[config.mk]
export PLATFORM = sky130hd
export DESIGN_NAME = nabp_filter_mapper
export DESIGN_NICKNAME = d
export VERILOG_FILES = /design/src/rtl/nabp_filter_mapper.sv
export SDC_FILE = /design/constraint.sdc
export NUM_CORES = 1
export LEC_CHECK = 0
export CORE_MARGIN = 3
export CORE_UTILIZATION = 57
export CTS_CLUSTER_SIZE = 8
export DETAILED_ROUTE_END_ITERATION = 8
export DONT_BUFFER_PORTS = 1
export GPL_TIMING_DRIVEN = 0
export MAX_ROUTING_LAYER = met4
export PLACE_DENSITY_LB_ADDON = 0.12
export SETUP_SLACK_MARGIN = 0.05
export SYNTH_ARGS = -nofsm -noshare
export SYNTH_HDL_FRONTEND = slang
export SYNTH_SLANG_ARGS = --single-unit
[constraint.sdc]
create_clock -name clk -period 2.3 [get_ports clk]
set_input_delay 0.69 -clock clk [delete_from_list [all_inputs] [get_ports clk]]
set_output_delay 0.69 -clock clk [all_outputs]
set_load 0.1 [all_outputs]
[src/rtl/nabp_filter_mapper.sv]
`default_nettype none
// ============================================================================
//  Module   : nabp_filter_mapper
//  Purpose  : Turns line-buffer shift requests into filtered-projection RAM
//             reads and returns each sample one cycle later; indices outside
//             the projection read back as zero.
//  Revision : 1.0  initial release
// ============================================================================
module nabp_filter_mapper #(
    parameter int DATA_WIDTH  = 16,
    parameter int PROJ_LINES  = 256,
    parameter int ADDR_WIDTH  = 8,
    parameter int START_WIDTH = 10
) (
    input  logic                   clk,
    input  logic                   reset_n,
    input  logic                   mp_kick,
    input  logic [START_WIDTH-1:0] mp_start,
    input  logic                   mp_dir,
    input  logic                   mp_shift_en,
    input  logic                   mp_done,
    output logic                   fr_en,
    output logic [ADDR_WIDTH-1:0]  fr_addr,
    input  logic [DATA_WIDTH-1:0]  fr_data,
    output logic [DATA_WIDTH-1:0]  lb_val,
    output logic                   mp_busy,
    output logic                   mp_err
);

    typedef enum logic [0:0] {
        ST_IDLE   = 1'b0,
        ST_ACTIVE = 1'b1
    } state_t;

    localparam logic signed [START_WIDTH-1:0] c_proj_lines = START_WIDTH'(PROJ_LINES);
    localparam logic signed [START_WIDTH-1:0] c_one        = START_WIDTH'(1);

    state_t                        state_q, state_d;
    logic signed [START_WIDTH-1:0] idx_q, idx_d;
    logic                          dir_q, dir_d;
    logic                          rd_ok_q, rd_ok_d;
    logic                          err_q, err_d;

    logic                          in_range;
    logic                          shift_go;

    // Sign bit clear means idx >= 0; the upper bound is a signed compare.
    assign in_range = !idx_q[START_WIDTH-1] && (idx_q < c_proj_lines);

    // A kick in the same cycle swallows the shift, so no read is issued for it.
    assign shift_go = (state_q == ST_ACTIVE) && mp_shift_en && !mp_kick;

    always_comb begin
        state_d = state_q;
        idx_d   = idx_q;
        dir_d   = dir_q;
        rd_ok_d = 1'b0;
        err_d   = err_q;

        if (mp_kick) begin
            state_d = ST_ACTIVE;
            idx_d   = $signed(mp_start);
            dir_d   = mp_dir;
            if (state_q == ST_ACTIVE) begin
                err_d = 1'b1;
            end
        end else if (state_q == ST_ACTIVE) begin
            if (mp_shift_en) begin
                idx_d   = dir_q ? (idx_q - c_one) : (idx_q + c_one);
                rd_ok_d = in_range;
            end
            if (mp_done) begin
                state_d = ST_IDLE;
            end
        end else if (mp_shift_en) begin
            err_d = 1'b1;
        end
    end

    always_ff @(posedge clk) begin
        if (!reset_n) begin
            state_q <= ST_IDLE;
            idx_q   <= '0;
            dir_q   <= 1'b0;
            rd_ok_q <= 1'b0;
            err_q   <= 1'b0;
        end else begin
            state_q <= state_d;
            idx_q   <= idx_d;
            dir_q   <= dir_d;
            rd_ok_q <= rd_ok_d;
            err_q   <= err_d;
        end
    end

    assign fr_en   = shift_go && in_range;
    assign fr_addr = idx_q[ADDR_WIDTH-1:0];
    assign lb_val  = rd_ok_q ? fr_data : '0;
    assign mp_busy = (state_q == ST_ACTIVE);
    assign mp_err  = err_q;

endmodule
`default_nettype wire

==> results of run 1 <==
[worst max path at each step]
stage	startpoint	to	slack, ns	cells after the start
floorplan	mp_kick	fr_en	-0.36	4
global placement	mp_kick	fr_en	-0.40	4
finish	mp_kick	fr_en	-0.37	4
CTS	mp_busy	fr_en	-0.40	2
global route	mp_kick	fr_en	-0.40	4
detailed placement	mp_kick	fr_en	-0.42	4
[area by class of cell]
class	instances	area [um^2]
sequential	14	285.3
tap	25	31.28
clock buffer	4	36.28
buffer	13	110.1
inverter	5	33.78
multi-input combinational	114	833.3
timing repair buffer	4	30.03
fill	149	479.2
[metal layers]
metal  track usage  part of all wire  vias to the layer above
li1              -                 -                      527
met1        0.2718              0.41                      480
met2        0.4142              0.52                       42
met3       0.06414             0.074                        3
met4       0.02620            0.0035                        0
met5             -                 0                        -
[tightest hold or removal path: cells and delay by family, from the launching register on]
kind | cells | cell delay (ns)
AOI/OAI and AO/OA | 1 | 0.06
DFF | 1 | 0.34
and+or+nand+nor | 1 | 0.06
[registers in the layout, indices dropped and copies added, names as in the netlist]
signal	cells
rd_ok_q	1
dir_q	1
mp_busy	1
mp_err	1
idx_q	10
[per-stage QoR]
stage | hold slack [ns] | cells
floorplan | 0.4587 | 146
finish | 0.4957 | 179
CTS | 0.5040 | 176
detailed placement | 0.4907 | 171
global route | 0.5099 | 179
global placement | 0.4755 | 171
[cell families (layout without fill, tap and decap cells)]
group / after synthesis / count (layout) / synth area share
compound gates: 44 / 44 / 0.2489
xor+xnor: 7 / 7 / 0.05235
fa+ha+maj: 10 / 10 / 0.1133
buf+inv: 18 / 26 / 0.09721
flops: 14 / 14 / 0.2393
mux: 3 / 3 / 0.02564
simple gates: 50 / 50 / 0.2233
[synth_stat cells]
| master | n |
|---|---|
| a21boi_0 | 2 |
| a21o_1 | 1 |
| a21oi_1 | 14 |
| a21oi_2 | 1 |
| a21oi_4 | 1 |
| a22oi_1 | 1 |
| a31o_1 | 1 |
| a31oi_1 | 2 |
| and2_1 | 18 |
| and3_1 | 1 |
| buf_2 | 1 |
| buf_4 | 10 |
| buf_6 | 1 |
| clkbuf_1 | 1 |
| dfxtp_1 | 14 |
| fa_1 | 1 |
| ha_1 | 9 |
| inv_1 | 5 |
| mux2i_1 | 3 |
| nand2_1 | 11 |
| nand2b_1 | 1 |
| nand3_1 | 4 |
| nand4_1 | 1 |
| nor2_1 | 6 |
| nor2b_1 | 1 |
| nor3_1 | 3 |
| nor4_1 | 1 |
| o211a_1 | 1 |
| o211ai_1 | 2 |
| o211ai_2 | 1 |
| o21a_1 | 1 |
| o21ai_0 | 8 |
| o21ai_1 | 2 |
| o21ai_2 | 1 |
| o21bai_1 | 2 |
| o221ai_1 | 2 |
| o31a_1 | 1 |
| or3_1 | 3 |
| xnor2_1 | 5 |
| xor2_1 | 2 |
[power groups by stage]
stage                     Combinational, mW  Clock, mW  Sequential (mW)
after floorplan                       0.291          0            0.309
after global placement                0.314          0            0.314
after detailed placement              0.319          0            0.315
after CTS                             0.322      0.189            0.310
after global routing                  0.354      0.202            0.314
final                                 0.331      0.184            0.310
[repair_timing]
item,in CTS,in global routing
gates resized for setup,14,12
endpoints found under the setup margin,12,11
buffers inserted,1,3
pin swaps,1,1
==> results.json, run 1 <==
{
  "design_area_um2": 1360,
  "slew_headroom": 0.08534,
  "synth.top_cell.area_share": 0.2393,
  "drv_slew": 0,
  "drt_iter0_drc": 27,
  "synthCells": 146,
  "die_x_um": 51.33,
  "r2r_end": "idx_q[8]",
  "min_period_ns": 2.672,
  "holdPathEnd": "idx_q[2]",
  "max_freq_mhz": 374.3,
  "die_area_um2": 2634,
  "htree_levels": 1,
  "ir_drop_v": 0.0003736,
  "grt-ovfl-total": 0,
  "final_cell_mix": "buf_4 (14), a21oi_1 (14), dfxtp_1 (12), and2_4 (10), nand2_1 (10)",
  "dpl-instance-area_um2": 1249,
  "violations": "negative setup slack",
  "fp.dieH_um": 51.33,
  "critPathKind": "in2out",
  "cellPowerDensity_nw_per_um2": 606.5,
  "cts_tree": "yes",
  "sw_frac_of_total": 0.4394,
  "drt_drc_violations_left": 0,
  "rr_worst_depth": 7,
  "gp_congestion": 0.8178,
  "hpwl_um": 2224,
  "status": "finished, violations left",
  "fin_util": 0.7395,
  "pwr-share-comb": 0.401,
  "p_sw_uw": 362.4,
  "seqPwrFrac": 0.375,
  "min_path_type": "reg2reg",
  "power_uw": 824.8,
  "cts-root-buf": "clkbuf_4",
  "setup_violations": 1,
  "viasPerCell": 5.877,
  "drt_wl_total_um": 2880,
  "port_buffers": 0,
  "timing.rr.start": "dir_q",
  "p_int_uw": 462.4,
  "clk_pin_slew_ns": 0.09,
  "syn_nets": 188,
  "holdBufCountCts": 0,
  "rows": 15,
  "ant_nets": 0,
  "grt_pass1_wl_um": 4581,
  "antenna_cells": 0,
  "pwr-share-clk": 0.224,
  "grt_antenna_before_repair": 0,
  "whs_path_depth": 2,
  "firstDrtPassIters": 4,
  "slowest_delay_ns": 1.08,
  "tns_ns": -0.3716,
  "ys_seq_area_frac": 0.2393,
  "period_share": 1.162,
  "io_pins": 59,
  "critPathLaunchType": "input pin",
  "grt_pass1_vias": 990,
  "worstPathRequired_ns": 1.61,
  "worst_pin_slew_ns": 1.362,
  "dp_slack_ns": -0.4157,
  "end_kind": "primary output",
  "clock_latency_ns": 0.29,
  "worst_ep_arrival_time_ns": 1.98,
  "grt_usage": 0.2336,
  "crit_chain": "buf_12 > clkinv_8 > nand2_8 > nor4_4",
  "slowest_stage": "nor4_4",
  "num_vias": 1052,
  "yosysWarnings": 0,
  "hold_violations": 0,
  "synth_top_area_cell": "dfxtp_1",
  "syn_avg_cell_area_um2": 8.021,
  "coreArea_um2": 1839,
  "r2r_slack_ns": 0.25,
  "critPathTopFamily": "simple AND/OR/NAND/NOR gates",
  "netlist_area_um2": 1171,
  "leakagePower_nw": 0.5918,
  "cp_max_fo": 6,
  "maxCapViolCount": 0,
  "start_util": 0.6367,
  "wl_per_cell_um": 16.09,
  "setup_slack_ns": -0.3716,
  "ys_types": 40,
  "nets": 197,
  "area_growth_pct": 16.13,
  "yosys-top-cells-area": "dfxtp_1 (24%), and2_1 (9.6%), ha_1 (9.6%), buf_4 (6.4%), a21oi_1 (6.0%)",
  "cts.sinks": 14,
  "cts_buffer_depth": 2,
  "final_layout_size_suffix_gt1_frac": 0.2597,
  "finClkSkew_ns": 0.001026,
  "rsz0062_at_grt": "yes",
  "numCtsBuffers": 3,
  "ys_ff_latch": 14,
  "hold_start": "idx_q[2]",
  "grt_start_max_net_pins": 14,
  "critPathBufInv": 2
}
No activity file was read; power rests on OpenSTA's default activity.
==> run 2, diff against run 1 <==
CTS_CLUSTER_DIAMETER = 60   (was not set)
==> results of run 2 <==
No change in the layout: final DEF, timing and power equal those of run 1.
